## src/rtl/blit_pkg.sv

```systemverilog
// Shared types, default geometry and helpers for the sprite blitter.
package blit_pkg;

  typedef enum logic [1:0] {
    StIdle,
    StRun,
    StDrain,
    StDone
  } blit_state_e;

  localparam int unsigned DefSpriteW        = 21;
  localparam int unsigned DefSpriteH        = 45;
  localparam int unsigned DefFbW            = 320;
  localparam int unsigned DefFbH            = 240;
  localparam int unsigned DefIdxW           = 5;
  localparam int unsigned DefRomAw          = 11;
  localparam int unsigned DefFbAw           = 17;
  localparam int unsigned DefTransparentIdx = 0;

  // Multiply by a constant as an explicit shift-and-add chain.
  function automatic logic [31:0] mul_const(input logic [31:0] a, input logic [31:0] k);
    logic [31:0] res;
    res = '0;
    for (int i = 0; i < 32; i++) begin
      if (k[i]) res = res + (a << i);
    end
    return res;
  endfunction

endpackage

```

## src/rtl/sprite_blitter_if.sv

```systemverilog
// Control, sprite ROM and frame-buffer write bundle of the sprite blitter.
// BLIT_MIRROR_EN adds the mirror_x request bit.
interface sprite_blitter_if
  import blit_pkg::*;
#(
  parameter int unsigned IDX_W  = DefIdxW,
  parameter int unsigned ROM_AW = DefRomAw,
  parameter int unsigned FB_AW  = DefFbAw
);
  logic              start;
  logic [9:0]        pos_x;
  logic [9:0]        pos_y;
`ifdef BLIT_MIRROR_EN
  logic              mirror_x;
`endif
  logic [ROM_AW-1:0] rom_address;
  logic [IDX_W-1:0]  rom_q;
  logic              fb_we;
  logic [FB_AW-1:0]  fb_addr;
  logic [IDX_W-1:0]  fb_data;
  logic              busy;
  logic              done;

`ifdef BLIT_MIRROR_EN
  modport master (
    output start, pos_x, pos_y, mirror_x, rom_q,
    input  rom_address, fb_we, fb_addr, fb_data, busy, done
  );
  modport slave (
    input  start, pos_x, pos_y, mirror_x, rom_q,
    output rom_address, fb_we, fb_addr, fb_data, busy, done
  );
`else
  modport master (
    output start, pos_x, pos_y, rom_q,
    input  rom_address, fb_we, fb_addr, fb_data, busy, done
  );
  modport slave (
    input  start, pos_x, pos_y, rom_q,
    output rom_address, fb_we, fb_addr, fb_data, busy, done
  );
`endif
endinterface

```

## src/rtl/blit_addr_gen.sv

```systemverilog
// Column/row walker with incremental ROM and frame-buffer row bases.
// Produces the ROM address and frame-buffer address of the current pixel.
module blit_addr_gen
  import blit_pkg::*;
#(
  parameter int unsigned SPRITE_W = DefSpriteW,
  parameter int unsigned SPRITE_H = DefSpriteH,
  parameter int unsigned FB_W     = DefFbW,
  parameter int unsigned ROM_AW   = DefRomAw,
  parameter int unsigned FB_AW    = DefFbAw
) (
  input  logic              clk_i,
  input  logic              rst_i,
  input  logic              load_i,
  input  logic              step_i,
  input  logic [9:0]        pos_x_i,
  input  logic [9:0]        pos_y_i,
  input  logic              mirror_i,
  output logic [ROM_AW-1:0] rom_addr_o,
  output logic [FB_AW-1:0]  fb_addr_o,
  output logic [10:0]       x_o,
  output logic [10:0]       y_o,
  output logic              last_o
);
  localparam int unsigned ColW = (SPRITE_W > 1) ? $clog2(SPRITE_W) : 1;
  localparam int unsigned RowW = (SPRITE_H > 1) ? $clog2(SPRITE_H) : 1;

  logic [ColW-1:0]   col_q, col_d;
  logic [RowW-1:0]   row_q, row_d;
  logic [ROM_AW-1:0] rom_base_q, rom_base_d;
  logic [FB_AW-1:0]  fb_base_q, fb_base_d;
  logic [9:0]        pos_x_q, pos_x_d;
  logic [10:0]       y_q, y_d;
  logic              mirror_q, mirror_d;
  logic [ColW-1:0]   rom_col;
  logic              col_end;

  // Current pixel addresses; the ROM column may be flipped, the screen column never is.
  always_comb begin
    col_end    = (col_q == ColW'(SPRITE_W - 1));
    rom_col    = mirror_q ? (ColW'(SPRITE_W - 1) - col_q) : col_q;
    x_o        = {1'b0, pos_x_q} + 11'(col_q);
    y_o        = y_q;
    rom_addr_o = rom_base_q + ROM_AW'(rom_col);
    fb_addr_o  = fb_base_q + FB_AW'(x_o);
    last_o     = col_end && (row_q == RowW'(SPRITE_H - 1));
  end

  // Counter and row-base accumulator update.
  always_comb begin
    col_d      = col_q;
    row_d      = row_q;
    rom_base_d = rom_base_q;
    fb_base_d  = fb_base_q;
    pos_x_d    = pos_x_q;
    y_d        = y_q;
    mirror_d   = mirror_q;
    if (load_i) begin
      col_d      = '0;
      row_d      = '0;
      rom_base_d = '0;
      fb_base_d  = FB_AW'(mul_const(32'(pos_y_i), 32'(FB_W)));
      pos_x_d    = pos_x_i;
      y_d        = {1'b0, pos_y_i};
      mirror_d   = mirror_i;
    end else if (step_i) begin
      if (col_end) begin
        col_d      = '0;
        row_d      = row_q + 1'b1;
        rom_base_d = rom_base_q + ROM_AW'(SPRITE_W);
        fb_base_d  = fb_base_q + FB_AW'(FB_W);
        y_d        = y_q + 11'd1;
      end else begin
        col_d = col_q + 1'b1;
      end
    end
  end

  // Walker state registers.
  always_ff @(posedge clk_i) begin
    if (rst_i) begin
      col_q      <= '0;
      row_q      <= '0;
      rom_base_q <= '0;
      fb_base_q  <= '0;
      pos_x_q    <= '0;
      y_q        <= '0;
      mirror_q   <= 1'b0;
    end else begin
      col_q      <= col_d;
      row_q      <= row_d;
      rom_base_q <= rom_base_d;
      fb_base_q  <= fb_base_d;
      pos_x_q    <= pos_x_d;
      y_q        <= y_d;
      mirror_q   <= mirror_d;
    end
  end

endmodule

```

## src/rtl/sprite_blitter.sv

```systemverilog
// Sprite blitter top: FSM, two-stage pixel pipeline alongside the ROM read,
// clipping/transparency and registered frame-buffer write port.
// BLIT_MIRROR_EN enables the horizontal flip through bus.mirror_x.
module sprite_blitter
  import blit_pkg::*;
#(
  parameter int unsigned SPRITE_W        = DefSpriteW,
  parameter int unsigned SPRITE_H        = DefSpriteH,
  parameter int unsigned FB_W            = DefFbW,
  parameter int unsigned FB_H            = DefFbH,
  parameter int unsigned IDX_W           = DefIdxW,
  parameter int unsigned ROM_AW          = DefRomAw,
  parameter int unsigned FB_AW           = DefFbAw,
  parameter int unsigned TRANSPARENT_IDX = DefTransparentIdx
) (
  input logic             vga_clk,
  input logic             reset,
  sprite_blitter_if.slave bus
);
  blit_state_e       state_q, state_d;
  logic              drain_q, drain_d;
  logic              v1_q, v1_d, v2_q, v2_d;
  logic [FB_AW-1:0]  s1_addr_q, s1_addr_d, s2_addr_q, s2_addr_d;
  logic              s1_in_q, s1_in_d, s2_in_q, s2_in_d;
  logic [ROM_AW-1:0] rom_address_q, rom_address_d;
  logic              fb_we_q, fb_we_d;
  logic [FB_AW-1:0]  fb_addr_q, fb_addr_d;
  logic [IDX_W-1:0]  fb_data_q, fb_data_d;
  logic              busy_q, busy_d;
  logic              done_q, done_d;

  logic              load, step, ag_last, mirror;
  logic [ROM_AW-1:0] ag_rom_addr;
  logic [FB_AW-1:0]  ag_fb_addr;
  logic [10:0]       ag_x, ag_y;

`ifdef BLIT_MIRROR_EN
  assign mirror = bus.mirror_x;
`else
  assign mirror = 1'b0;
`endif

  blit_addr_gen #(
    .SPRITE_W (SPRITE_W),
    .SPRITE_H (SPRITE_H),
    .FB_W     (FB_W),
    .ROM_AW   (ROM_AW),
    .FB_AW    (FB_AW)
  ) u_addr_gen (
    .clk_i      (vga_clk),
    .rst_i      (reset),
    .load_i     (load),
    .step_i     (step),
    .pos_x_i    (bus.pos_x),
    .pos_y_i    (bus.pos_y),
    .mirror_i   (mirror),
    .rom_addr_o (ag_rom_addr),
    .fb_addr_o  (ag_fb_addr),
    .x_o        (ag_x),
    .y_o        (ag_y),
    .last_o     (ag_last)
  );

  // Next-state, pipeline and output-register logic.
  always_comb begin
    state_d       = state_q;
    drain_d       = drain_q;
    rom_address_d = rom_address_q;
    load          = 1'b0;
    step          = 1'b0;
    v1_d          = 1'b0;
    done_d        = 1'b0;
    s1_addr_d     = ag_fb_addr;
    s1_in_d       = (ag_x < 11'(FB_W)) && (ag_y < 11'(FB_H));
    v2_d          = v1_q;
    s2_addr_d     = s1_addr_q;
    s2_in_d       = s1_in_q;
    fb_we_d       = v2_q && s2_in_q && (bus.rom_q != IDX_W'(TRANSPARENT_IDX));
    fb_addr_d     = fb_addr_q;
    fb_data_d     = fb_data_q;
    if (v2_q) begin
      fb_addr_d = s2_addr_q;
      fb_data_d = bus.rom_q;
    end
    busy_d = (state_q == StRun) || (state_q == StDrain);
    unique case (state_q)
      StIdle: begin
        if (bus.start) begin
          load    = 1'b1;
          state_d = StRun;
        end
      end
      StRun: begin
        step          = 1'b1;
        v1_d          = 1'b1;
        rom_address_d = ag_rom_addr;
        if (ag_last) begin
          state_d = StDrain;
          drain_d = 1'b0;
        end
      end
      StDrain: begin
        if (drain_q) state_d = StDone;
        else         drain_d = 1'b1;
      end
      StDone: begin
        done_d  = 1'b1;
        state_d = StIdle;
      end
      default: state_d = StIdle;
    endcase
  end

  // FSM state, pipeline valids and registered outputs.
  always_ff @(posedge vga_clk) begin
    if (reset) begin
      state_q       <= StIdle;
      drain_q       <= 1'b0;
      v1_q          <= 1'b0;
      v2_q          <= 1'b0;
      s1_addr_q     <= '0;
      s2_addr_q     <= '0;
      s1_in_q       <= 1'b0;
      s2_in_q       <= 1'b0;
      rom_address_q <= '0;
      fb_we_q       <= 1'b0;
      fb_addr_q     <= '0;
      fb_data_q     <= '0;
      busy_q        <= 1'b0;
      done_q        <= 1'b0;
    end else begin
      state_q       <= state_d;
      drain_q       <= drain_d;
      v1_q          <= v1_d;
      v2_q          <= v2_d;
      s1_addr_q     <= s1_addr_d;
      s2_addr_q     <= s2_addr_d;
      s1_in_q       <= s1_in_d;
      s2_in_q       <= s2_in_d;
      rom_address_q <= rom_address_d;
      fb_we_q       <= fb_we_d;
      fb_addr_q     <= fb_addr_d;
      fb_data_q     <= fb_data_d;
      busy_q        <= busy_d;
      done_q        <= done_d;
    end
  end

  assign bus.rom_address = rom_address_q;
  assign bus.fb_we       = fb_we_q;
  assign bus.fb_addr     = fb_addr_q;
  assign bus.fb_data     = fb_data_q;
  assign bus.busy        = busy_q;
  assign bus.done        = done_q;

endmodule

```

## src/flat_wrapper.sv

```systemverilog
// flat-port wrapper written by rule: the top's interface ports become plain ports
module sprite_blitter_flat import blit_pkg::*;
#(
  parameter int unsigned SPRITE_W        = DefSpriteW,
  parameter int unsigned SPRITE_H        = DefSpriteH,
  parameter int unsigned FB_W            = DefFbW,
  parameter int unsigned FB_H            = DefFbH,
  parameter int unsigned IDX_W           = DefIdxW,
  parameter int unsigned ROM_AW          = DefRomAw,
  parameter int unsigned FB_AW           = DefFbAw,
  parameter int unsigned TRANSPARENT_IDX = DefTransparentIdx
)
  (vga_clk, reset, bus_start, bus_pos_x, bus_pos_y, bus_rom_q, bus_rom_address, bus_fb_we, bus_fb_addr, bus_fb_data, bus_busy, bus_done);
  sprite_blitter_if #(.IDX_W(IDX_W), .ROM_AW(ROM_AW), .FB_AW(FB_AW)) bus_i ();
  input logic vga_clk;
  input logic reset;
  input wire logic [$bits(bus_i.start)-1:0] bus_start;
  input wire logic [$bits(bus_i.pos_x)-1:0] bus_pos_x;
  input wire logic [$bits(bus_i.pos_y)-1:0] bus_pos_y;
  input wire logic [$bits(bus_i.rom_q)-1:0] bus_rom_q;
  output wire logic [$bits(bus_i.rom_address)-1:0] bus_rom_address;
  output wire logic [$bits(bus_i.fb_we)-1:0] bus_fb_we;
  output wire logic [$bits(bus_i.fb_addr)-1:0] bus_fb_addr;
  output wire logic [$bits(bus_i.fb_data)-1:0] bus_fb_data;
  output wire logic [$bits(bus_i.busy)-1:0] bus_busy;
  output wire logic [$bits(bus_i.done)-1:0] bus_done;
  assign bus_i.start = bus_start;
  assign bus_i.pos_x = bus_pos_x;
  assign bus_i.pos_y = bus_pos_y;
  assign bus_i.rom_q = bus_rom_q;
  assign bus_rom_address = bus_i.rom_address;
  assign bus_fb_we = bus_i.fb_we;
  assign bus_fb_addr = bus_i.fb_addr;
  assign bus_fb_data = bus_i.fb_data;
  assign bus_busy = bus_i.busy;
  assign bus_done = bus_i.done;
  sprite_blitter #(.SPRITE_W(SPRITE_W), .SPRITE_H(SPRITE_H), .FB_W(FB_W), .FB_H(FB_H), .IDX_W(IDX_W), .ROM_AW(ROM_AW), .FB_AW(FB_AW), .TRANSPARENT_IDX(TRANSPARENT_IDX)) u_core (.vga_clk(vga_clk), .reset(reset), .bus(bus_i));
endmodule
```

## config.mk

```make
export PLATFORM = sky130hd
export DESIGN_NAME = sprite_blitter_flat
export DESIGN_NICKNAME = d
export VERILOG_FILES = /design/src/rtl/blit_pkg.sv /design/src/rtl/sprite_blitter_if.sv /design/src/rtl/blit_addr_gen.sv /design/src/rtl/sprite_blitter.sv /design/src/flat_wrapper.sv
export SDC_FILE = /design/constraint.sdc
export NUM_CORES = 1
export LEC_CHECK = 0
export CORE_MARGIN = 8
export CORE_UTILIZATION = 31
export DETAILED_ROUTE_END_ITERATION = 10
export GPL_ROUTABILITY_DRIVEN = 0
export HOLD_SLACK_MARGIN = 0.03
export PLACE_DENSITY = 0.48
export SLEW_MARGIN = 10
export SYNTH_ARGS = -nofsm -noshare
export SYNTH_HDL_FRONTEND = slang
export SYNTH_SLANG_ARGS = --single-unit
```

## constraint.sdc

```tcl
create_clock -name vga_clk -period 3 [get_ports vga_clk]
set_input_delay 0.3 -clock vga_clk [delete_from_list [all_inputs] [get_ports vga_clk]]
set_output_delay 0.3 -clock vga_clk [all_outputs]
set_load 0.05 [all_outputs]
```

==> results of run 1 <==
[routing by layer]
layer / track usage [%] / vias to the layer above / part of all wire (%)
met3: 2.88 / 15 / 4.1
met1: 13.5 / 2285 / 45
met5: 0 / - / 0
met4: 5.35 / 0 / 1.7
met2: 20.2 / 67 / 49
li1: - / 2519 / -
[registers in the layout (all words and copies together), names as in the netlist, 2 cells and up]
name / flops
u_core.u_addr_gen.row_q: 6
u_core.state_q: 2
u_core.s2_addr_q: 17
u_core.u_addr_gen.col_q: 5
u_core.u_addr_gen.fb_base_q: 11
u_core.bus.fb_addr: 17
u_core.u_addr_gen.pos_x_q: 10
u_core.u_addr_gen.y_o: 11
u_core.s1_addr_q: 17
u_core.bus.rom_address: 11
u_core.bus.fb_data: 5
u_core.u_addr_gen.rom_base_q: 11
[worst max-delay path: cells and delay by family, from the launching register on]
family                     cells  cell delay (ns)
adders and majority gates      2             0.54
AOI/OAI and AO/OA              6             1.12
and+or+nand+nor                2             0.14
DFF                            1             0.32
buffers and inverters          1             0.14
muxes                          1             0.28
xor gates and xnor gates       1             0.18
[cells in the mapped netlist, types with 3 or more instances]
master,count,area [um2]
sky130_fd_sc_hd__a211oi_1,24,180
sky130_fd_sc_hd__a21o_1,6,45.0
sky130_fd_sc_hd__a21oi_1,29,145
sky130_fd_sc_hd__a311oi_1,3,26.3
sky130_fd_sc_hd__a31oi_1,3,18.8
sky130_fd_sc_hd__buf_1,8,30.0
sky130_fd_sc_hd__clkbuf_1,25,93.8
sky130_fd_sc_hd__dfxtp_1,131,2620
sky130_fd_sc_hd__fa_1,3,60.1
sky130_fd_sc_hd__ha_1,36,450
sky130_fd_sc_hd__inv_1,20,75.1
sky130_fd_sc_hd__mux2_2,3,33.8
sky130_fd_sc_hd__mux2i_1,28,280
sky130_fd_sc_hd__nand2_1,57,214
sky130_fd_sc_hd__nand2b_1,4,25.0
sky130_fd_sc_hd__nand3_1,6,30.0
sky130_fd_sc_hd__nand4_1,14,87.6
sky130_fd_sc_hd__nor2_1,113,424
sky130_fd_sc_hd__nor2b_1,31,194
sky130_fd_sc_hd__nor3_1,13,65.1
sky130_fd_sc_hd__nor3b_1,5,37.5
sky130_fd_sc_hd__o2111ai_1,4,35.0
sky130_fd_sc_hd__o21ai_0,17,85.1
sky130_fd_sc_hd__o21bai_1,4,30.0
sky130_fd_sc_hd__o31ai_1,3,22.5
sky130_fd_sc_hd__or2_2,3,18.8
sky130_fd_sc_hd__or3_1,5,31.3
sky130_fd_sc_hd__xnor2_1,32,280
sky130_fd_sc_hd__xor2_1,31,272
[report_power, final]
| part | switching, mW | total (mW) | internal, mW |
|---|---|---|---|
| Sequential | 0.196 | 2.20 | 2.00 |
| Combinational | 0.845 | 1.46 | 0.612 |
| Clock | 0.800 | 2.20 | 1.40 |
[cells in the final DEF (no fill, tap or decap), types with 6 or more instances in the layout]
cell type                         netlist  final
sky130_fd_sc_hd__dfxtp_1              131    126
sky130_fd_sc_hd__nor2_1               113    112
sky130_fd_sc_hd__clkdlybuf4s50_1        0     62
sky130_fd_sc_hd__nand2_1               57     56
sky130_fd_sc_hd__xor2_1                31     31
sky130_fd_sc_hd__xnor2_1               32     31
sky130_fd_sc_hd__nor2b_1               31     31
sky130_fd_sc_hd__ha_1                  36     30
sky130_fd_sc_hd__a21oi_1               29     28
sky130_fd_sc_hd__mux2i_1               28     28
sky130_fd_sc_hd__buf_4                  1     25
sky130_fd_sc_hd__a211oi_1              24     23
sky130_fd_sc_hd__inv_1                 20     20
sky130_fd_sc_hd__clkbuf_16              0     17
sky130_fd_sc_hd__o21ai_0               17     16
sky130_fd_sc_hd__nand4_1               14     14
sky130_fd_sc_hd__nor3_1                13     12
sky130_fd_sc_hd__a21o_1                 6      6
sky130_fd_sc_hd__nand3_1                6      6
[stage by stage]
| step | setup WS [ns] | cells |
|---|---|---|
| detailed placement | -0.00444 | 1004 |
| floorplan | 0.0350 | 696 |
| finish | 0.166 | 1045 |
| global route | -0.0136 | 1045 |
| CTS | 0.0200 | 1039 |
| global placement | 0.0598 | 1004 |
[worst max path at each step]
stage                     cells past startpoint                    to                    startpoint
after global routing                         13  u_core.s1_addr_q[16]  u_core.u_addr_gen.pos_x_q[0]
after detailed placement                     12  u_core.s1_addr_q[16]    u_core.u_addr_gen.col_q[0]
final                                        13  u_core.s1_addr_q[12]  u_core.u_addr_gen.pos_x_q[0]
after global placement                       12  u_core.s1_addr_q[11]    u_core.u_addr_gen.col_q[0]
after CTS                                    12  u_core.s1_addr_q[16]    u_core.u_addr_gen.col_q[1]
after floorplan                              12  u_core.s1_addr_q[16]    u_core.u_addr_gen.col_q[1]
[kinds of logic (layout without fill, tap and decap cells)]
| kind of cell | after synthesis | after routing |
|---|---|---|
| AO/OA/AOI/OAI | 110 | 110 |
| XOR/XNOR | 63 | 63 |
| adder cells (fa/ha/maj) | 39 | 39 |
| buffers and inverters | 55 | 139 |
| flip-flops | 131 | 131 |
| multiplexers | 31 | 31 |
| other | 1 | 1 |
| AND/OR/NAND/NOR | 266 | 266 |
[repair_timing]
action | in CTS | in global routing
resized for setup | 1 | 25
pin swaps | 2 | 20
setup endpoints to repair | 2 | 6
setup buffers | 3 | 6
[cell type report]
type / instances / share of cell area (%)
Inverter: 20 / 0.939
Clock buffer: 18 / 5.37
Timing Repair Buffer: 87 / 10.1
Multi-Input combinational cell: 510 / 44.0
Sequential cell: 131 / 32.9
Tap cell: 265 / 4.15
Clock inverter: 14 / 2.54
==> summary by stage, run 1 <==
Detailed routing
For this block, the initial DRC count from the detailed router was around 250. The detailed-route wire length per cell is 13.3 um. The detailed-route vias per instance is 4.68. Once detail routing completed, the nets flagged for antenna violations numbered 0.

For this block, the routed nets add up to 13900 um of wire. The number of design rule violations left after detail routing is 0. The detailed-routing iteration count for the pre-antenna-repair pass is 5. Across all layers, the routed design uses between 4000 and 5000 vias.

Floorplanning
The total die area is ~0.025 mm2. 64 I/O pins were placed. For this configuration, the core starts out at a cell density of between 30% and 40%. The total core area is 0.0196 mm2.

The standard-cell row count is 51. From bottom edge to top edge, the die measures 158 um. From left edge to right edge, the die measures around 160 um.

Final layout
Cells with a size suffix above 1 make up 11.7% of the layout. The net count of the finished layout is 834. The final instance area is 0.00799 mm2. The antenna diode count is 0.

The area taken by flip-flops and latches is 0.00263 mm2. The fraction of the core area covered by cells at the end of the flow is 40.8%. The relative area change from synthesis to final layout is 28.7%. The area used by multi-input combinational logic is between 0.003 and 0.004 mm2. The number of filler cells placed in the layout is 1964.

Yosys
The number of nets in the synthesized netlist is 763. During synthesis, Yosys emitted a total of 0 warnings. The main combinational cell family by area after synthesis is simple AND/OR/NAND/NOR gates.

The simple-gate portion of the synthesized area is 20.2%. The adder-cell share of the synthesized area is 8.22%. The number of distinct library cells after synthesis is 56. Of the synthesized area, sequential elements account for 42.2%. In this run, synthesis inferred 0 flip-flops with an integrated enable. After synthesis the netlist holds a flip-flop and latch count of 131. The prevailing post-synth register cell is sky130_fd_sc_hd__dfxtp_1. The synthesized netlist devotes 11.9% of its cell area to compound gates. Counting flops with an async set or reset pin after synthesis yields a share of 0%. The count of mapped cells out of synthesis is 696.

Multiplexer cells account for 5.06% of the synthesized area. The area of the mapped netlist is 0.00621 mm2. Summing the areas of all xor and xnor instances in the mapped netlist gives between 8 and 9% of the synthesized area. After synthesis, the mean cell area works out to 8.92 um2.

Min path
The startpoint identified for the worst hold timing path is reset. The worst min-delay path category is input pin to flop. The worst hold path terminates at u_core.bus.fb_addr[1]. Along the worst hold path, the cell count comes to 2.

STA
The slew of the pin with the lowest slew margin is about 0.7 ns. The post-route fraction of the period consumed by the critical path is 94.5%. In the final timing run, aggregate negative setup slack is 0 ns.

The final hold slack is 0.403 ns. The final hold violation count came to 0. The clock arrives with 0.0118 ns of skew. After layout, the minimum clock period comes to 2.83 ns.

In this run the tightest slew margin relative to its limit is 54.2%. The achievable clock frequency is 353 MHz. The count of pins over their slew limit is 0. The final setup violation count is 0.

Setup path
The worst flop-to-flop path endpoint is u_core.s1_addr_q[12]. The critical path goes through ha_2 -> buf_4 -> a211oi_4 -> o21bai_1 -> a21oi_2 -> nor2_1 -> xor2_1 -> ha_1 -> a21oi_1 -> nor2_2 -> a2111oi_2 -> a21oi_1 -> mux2_2. For this run, the slowest stage of the critical path takes 0.35 ns.

The critical path class is flop to flop. The number of cells on the worst reg-to-reg path is 13. The worst path arrival time is 3.14 ns.

The maximum net fanout on the critical path is 4. The startpoint of the worst-slack reg-to-reg timing path is u_core.u_addr_gen.pos_x_q[0]. The setup check on the worst reg-to-reg path leaves a slack of 0.17 ns. The startpoint type of the worst setup path is a flop. The cell that appears most often on the critical path is sky130_fd_sc_hd__a21oi_1. The capturing element type of the critical path is a flop.

The required time of the critical path is between 3 and 4 ns. The worst-path cell with the longest stage delay is sky130_fd_sc_hd__ha_1.

Global routing
The residual overflow from global routing is 0. The global-route wire length before repair is 23300 um. The initial antenna violation count was 0. The number of global-route vias before repair is 4887. The maximum number of pins on one net before global-route repair is 62. In the global route stage, overall resource usage came out at 11.7%.

Placed design
Input and output buffers added on the ports amount to between 60 and 70. The standard cell area after detailed placement is 0.00716 mm2. After legalization and detailed placement, the total HPWL measured 10100 um.

Pwr
The power per standard cell area is 733 mW/mm2. The completed layout was analyzed and its total power is 5.86 mW. In this run the static leakage power is 2.94 nW. The worst-case IR drop observed on VDD is 387 uV.

CTS
The number of buffers on the longest clock path is 2. The clock sink total is ~130. The clock insertion delay at the later pin of the skew report is 0.42 ns. The clock-pin slew of the registers on the worst-case setup and hold paths is around 0.06 ns. In this run the number of H-tree levels came out at 4.

The CTS tree is built. The cell chosen for the clock root is sky130_fd_sc_hd__clkbuf_16. The number of buffers created by CTS is 17. In this run, post-CTS hold repair placed 0 buffers.

Run status
The flow ran to the end, and the final reports show no timing, DRC or antenna violations.

Job
Across the run, the number of max-cap violations was 0.
(Power assumes the default switching activity.)
==> run 2: changes to the inputs <==
--- a/config.mk
+++ b/config.mk
@@ -5,12 +5,13 @@
 export SDC_FILE = /design/constraint.sdc
 export NUM_CORES = 1
 export LEC_CHECK = 0
+export ABC_AREA = 1
 export CORE_MARGIN = 8
 export CORE_UTILIZATION = 31
 export DETAILED_ROUTE_END_ITERATION = 10
 export GPL_ROUTABILITY_DRIVEN = 0
 export HOLD_SLACK_MARGIN = 0.03
-export PLACE_DENSITY = 0.48
+export PLACE_DENSITY = 0.47
 export SLEW_MARGIN = 10
 export SYNTH_ARGS = -nofsm -noshare
 export SYNTH_HDL_FRONTEND = slang
==> run 2 against run 1 <==
Final area decreased by 1.7%. Via count increased by 8.8%. Global-route usage increased by 0.83 points. Setup slack improved by 0.11 ns. First-iteration DRC count decreased by 2.4%. Largest power group unchanged. Combinational power increased by 26%.
==> summary by stage, run 2 <==
Run status
Run status: complete, no violations (unchanged).

Detailed routing
The number of DRC markers after the initial detailed-route iteration was 248 (was 254). The number of design rule violations left after detail routing is 0 (unchanged). The detailed-routing iteration count for the pre-antenna-repair pass is 4 (was 5). The detailed-route vias per instance is 4.46 (was 4.68). The overall routed net length came to 15000 um (was 13900 um). The number of nets still failing antenna checks after routing is 0 (unchanged). The via count is 5317 (was 4886). The detailed-route wire length per cell came to 12.6 um (was 13.3 um).

Yosys
The area of the mapped netlist came to 0.00629 mm2 (was 0.00621 mm2). The portion of synthesized cell area occupied by the leading cell type is 41.7% (was 42.2%). Most frequent cells after synthesis: sky130_fd_sc_hd__dfxtp_1 (131), sky130_fd_sc_hd__nor2_1 (126), sky130_fd_sc_hd__inv_1 (109), sky130_fd_sc_hd__nand2_1 (109), sky130_fd_sc_hd__o21ai_0 (83) (was sky130_fd_sc_hd__dfxtp_1 (131), sky130_fd_sc_hd__nor2_1 (113), sky130_fd_sc_hd__nand2_1 (57), sky130_fd_sc_hd__ha_1 (36), sky130_fd_sc_hd__xnor2_1 (32)). The count of mapped cells out of synthesis is 842 (was 696). The post-synthesis register bit count was 131 (unchanged). The number of distinct library cells after synthesis was 47 (was 56). The mean instance size in the synthesized netlist is 7.47 um2 (was 8.92 um2). The number of nets in the synthesized netlist is 909 (was 763). The most frequent cell after synthesis is sky130_fd_sc_hd__dfxtp_1 (unchanged). The fraction of the yosys area taken by sequential cells is 41.7% (was 42.2%). The share of async-settable or async-resettable flops after synthesis came to 0% (unchanged).

The prevailing post-synth register cell was sky130_fd_sc_hd__dfxtp_1 (unchanged). Top cells by area, synth: sky130_fd_sc_hd__dfxtp_1 (42%), sky130_fd_sc_hd__nor2_1 (7.5%), sky130_fd_sc_hd__ha_1 (7.2%) (was sky130_fd_sc_hd__dfxtp_1 (42%), sky130_fd_sc_hd__ha_1 (7.3%), sky130_fd_sc_hd__nor2_1 (6.8%)). The warning count from the yosys run came to 0 (unchanged). The post-synthesis cell type with the largest combined area is sky130_fd_sc_hd__dfxtp_1 (unchanged). The number of flops mapped to enable cells by yosys came to 0 (unchanged).

Setup path
The required time of the critical path is 3.28 ns (was 3.30 ns). The startpoint type of the worst setup path is a flop (unchanged). The capturing element type of the critical path is a flop (unchanged). The critical path class is flop to flop (unchanged). The maximum net fanout on the critical path was 5 (was 4).

The worst path arrival time is 3.00 ns (was 3.14 ns).

Pwr
The sequential share of power is 36.3% (was 37.5%). The net switching fraction of the power is 36.1% (was 31.4%). The fraction of power consumed by the clock network is 33.9% (was 37.6%). The power per standard cell area is 785 mW/mm2 (was 733 mW/mm2). The largest vdd supply drop is 437 uV (was 387 uV). The internal power component is 3.94 mW (was 4.02 mW). The total net switching power is 2.23 mW (was 1.84 mW). The leakage power figure came to 3.32 nW (was 2.94 nW). The combinational group share of total power is 29.8% (was 24.9%).

The total power of the final layout is 6.17 mW (was 5.86 mW).

STA
The final hold slack is 0.262 ns (was 0.403 ns). The slew of the pin with the lowest slew margin is 0.605 ns (was 0.687 ns). The count of pins over their slew limit is 0 (unchanged).

Setup repair after global routing left no endpoint under its margin. The post-route fraction of the period consumed by the critical path is 90.6% (was 94.5%). The worst clock skew is 0.00829 ns (was 0.0118 ns).

The setup TNS after final layout is 0 ns (unchanged). The relative slew slack is 59.6% (was 54.2%). The post-route minimum period is 2.72 ns (was 2.83 ns).

The final setup violation count is 0 (unchanged). The final hold violation count came to 0 (unchanged). The achievable clock frequency is 368 MHz (was 353 MHz).

Final layout
The area used by multi-input combinational logic is 0.00314 mm2 (was 0.00352 mm2). The number of filler cells placed in the layout came to 2150 (was 1964). The relative area change from synthesis to final layout is 24.8% (was 28.7%). The area taken by flip-flops and latches came to 0.00262 mm2 (was 0.00263 mm2). Commonest non-fill, non-tap cells in the layout: sky130_fd_sc_hd__dfxtp_1 (131), sky130_fd_sc_hd__nor2_1 (126), sky130_fd_sc_hd__nand2_1 (109), sky130_fd_sc_hd__inv_1 (109), sky130_fd_sc_hd__o21ai_0 (79) (was sky130_fd_sc_hd__dfxtp_1 (126), sky130_fd_sc_hd__nor2_1 (112), sky130_fd_sc_hd__clkdlybuf4s50_1 (62)). The proportion of layout cells with a drive suffix above 1 is 7.92% (was 11.7%).

The antenna diode count was 0 (unchanged). The most frequent standard cell in the layout excluding fill and tap cells is sky130_fd_sc_hd__dfxtp_1 (unchanged). The net count of the finished layout is 976 (was 834).

CTS
The number of buffers on the longest clock path is 2 (unchanged). The H-tree depth is 4 (unchanged). The clock-pin slew of the registers on the worst-case setup and hold paths is 0.06 ns (about the same). The total of hold buffers inserted after clock tree synthesis is 0 (unchanged).

The number of setup buffers added after CTS is 0 (was 3). The cell chosen for the clock root is sky130_fd_sc_hd__clkbuf_16 (unchanged). The clock insertion delay at the later pin of the skew report was 0.42 ns (about the same). The number of buffers created by CTS is 17 (unchanged). The clock sink total came to 131 (unchanged). The CTS tree is built (unchanged).

Global routing
The maximum number of pins on one net before global-route repair is 40 (was 62). The met3 usage in global routing is 3.18% (was 2.88%). The global-route wire length before repair is 24900 um (was 23300 um).

The met2 usage in global routing is 20.9% (was 20.2%). The residual overflow from global routing is 0 (unchanged). The initial antenna violation count is 0 (unchanged). The busiest layer in global routing is met2 (unchanged). The combined global-route utilization of all metal layers is 12.5% (was 11.7%). The global-route track usage on met1 is 15.4% (was 13.5%). The number of global-route vias before repair is 5097 (was 4887).

Floorplanning
The standard-cell row count is 52 (was 51). The top-level port count came to 64 (unchanged). The total die area is 0.0251 mm2 (was 0.0248 mm2). The total core area is 0.0201 mm2 (was 0.0196 mm2). The die width is 158 um (about the same). The starting density of the core was 31.3% (was 31.7%). The height of the die is 158 um (about the same).

Job
The max-cap check violation count is 0 (unchanged).

Min path
The worst min-delay path category is input pin to flop (unchanged).

Placed design
The post-detailed-placement half-perimeter wirelength is 11000 um (was 10100 um). The number of port buffers came to 63 (unchanged).
-- run 2: cell families after synthesis --
logic type | after synthesis | share of synthesized area [%]
xor+xnor | 29 | 4.04
buf+inv | 142 | 8.65
other cells | 1 | 0.0596
flops | 131 | 41.7
fa+ha+maj | 39 | 8.11
simple gates | 318 | 22.0
compound gates | 182 | 15.5
-- run 2: final cells by class --
cell class | instances | area share [%]
timing repair buffer | 78 | 9.40
multi-input combinational | 569 | 40.0
tap | 270 | 4.30
inverter | 112 | 5.35
clock buffer | 18 | 5.46
sequential | 131 | 33.4
clock inverter | 14 | 2.12
-- run 2: worst paths after layout --
kind | startpoint | to | slack, ns | cells past startpoint
min | reset | u_core.bus.done | 0.26 | 2
max reg2reg | u_core.u_addr_gen.col_q[3] | u_core.s1_addr_q[15] | 0.28 | 16
max | u_core.u_addr_gen.col_q[3] | u_core.s1_addr_q[15] | 0.28 | 16
min reg2reg | u_core.s1_addr_q[7] | u_core.s2_addr_q[7] | 0.40 | 2
-- run 2: per-layer routing --
metal	wire length (um)	vias up
li1	-	2875
met1	7130	2348
met2	6980	78
met3	713	16
met4	197	0
met5	0	-
-- run 2: power by group through the flow --
stage | combinational, mW | clock [mW] | sequential (mW)
after floorplan | 1.01 | 0 | 2.56
after detailed placement | 1.86 | 0 | 2.28
after global placement | 1.86 | 0 | 2.27
after CTS | 1.87 | 2.16 | 2.24
after global routing | 2.06 | 2.25 | 2.28
final | 1.84 | 2.09 | 2.24
-- run 2: repair_timing --
action                                 in CTS  in global routing
gates resized for setup                     0                  9
endpoints found under the hold margin       0                  0
setup endpoints to repair                   0                  4
-- run 2: metrics by stage --
step	area [um2]	std cells	util (%)	worst slack, ns
floorplan	6290	842	-	0.222
global placement	7250	1160	36.0	0.147
detailed placement	7250	1160	36.0	0.0602
CTS	7840	1192	39.0	0.0349
global route	7860	1192	39.1	0.0114
finish	7860	1192	39.1	0.281
-- run 2: worst max-delay path: stages, from the launching register on --
cell,delay [ns]
sky130_fd_sc_hd__dfxtp_1,0.35
sky130_fd_sc_hd__ha_1,0.37
sky130_fd_sc_hd__nand2_1,0.09
sky130_fd_sc_hd__nor2_1,0.09
sky130_fd_sc_hd__nand2_1,0.07
sky130_fd_sc_hd__nand3_1,0.09
sky130_fd_sc_hd__nand3_1,0.11
sky130_fd_sc_hd__o21ai_1,0.17
sky130_fd_sc_hd__nand2_1,0.08
sky130_fd_sc_hd__ha_1,0.36
sky130_fd_sc_hd__nand2_1,0.11
sky130_fd_sc_hd__nor2_1,0.15
sky130_fd_sc_hd__inv_1,0.08
sky130_fd_sc_hd__o21ai_2,0.14
sky130_fd_sc_hd__nand2_1,0.11
sky130_fd_sc_hd__o21ai_0,0.15
sky130_fd_sc_hd__a21oi_1,0.08
==> run 3: changes to the inputs <==
--- a/config.mk
+++ b/config.mk
@@ -6,13 +6,13 @@
 export NUM_CORES = 1
 export LEC_CHECK = 0
 export ABC_AREA = 1
+export CAP_MARGIN = 20
 export CORE_MARGIN = 8
 export CORE_UTILIZATION = 31
 export DETAILED_ROUTE_END_ITERATION = 10
 export GPL_ROUTABILITY_DRIVEN = 0
 export HOLD_SLACK_MARGIN = 0.03
 export PLACE_DENSITY = 0.47
-export SLEW_MARGIN = 10
 export SYNTH_ARGS = -nofsm -noshare
 export SYNTH_HDL_FRONTEND = slang
 export SYNTH_SLANG_ARGS = --single-unit
==> results of run 3 <==
Final layout, timing and power as in run 2 (identical DEF).
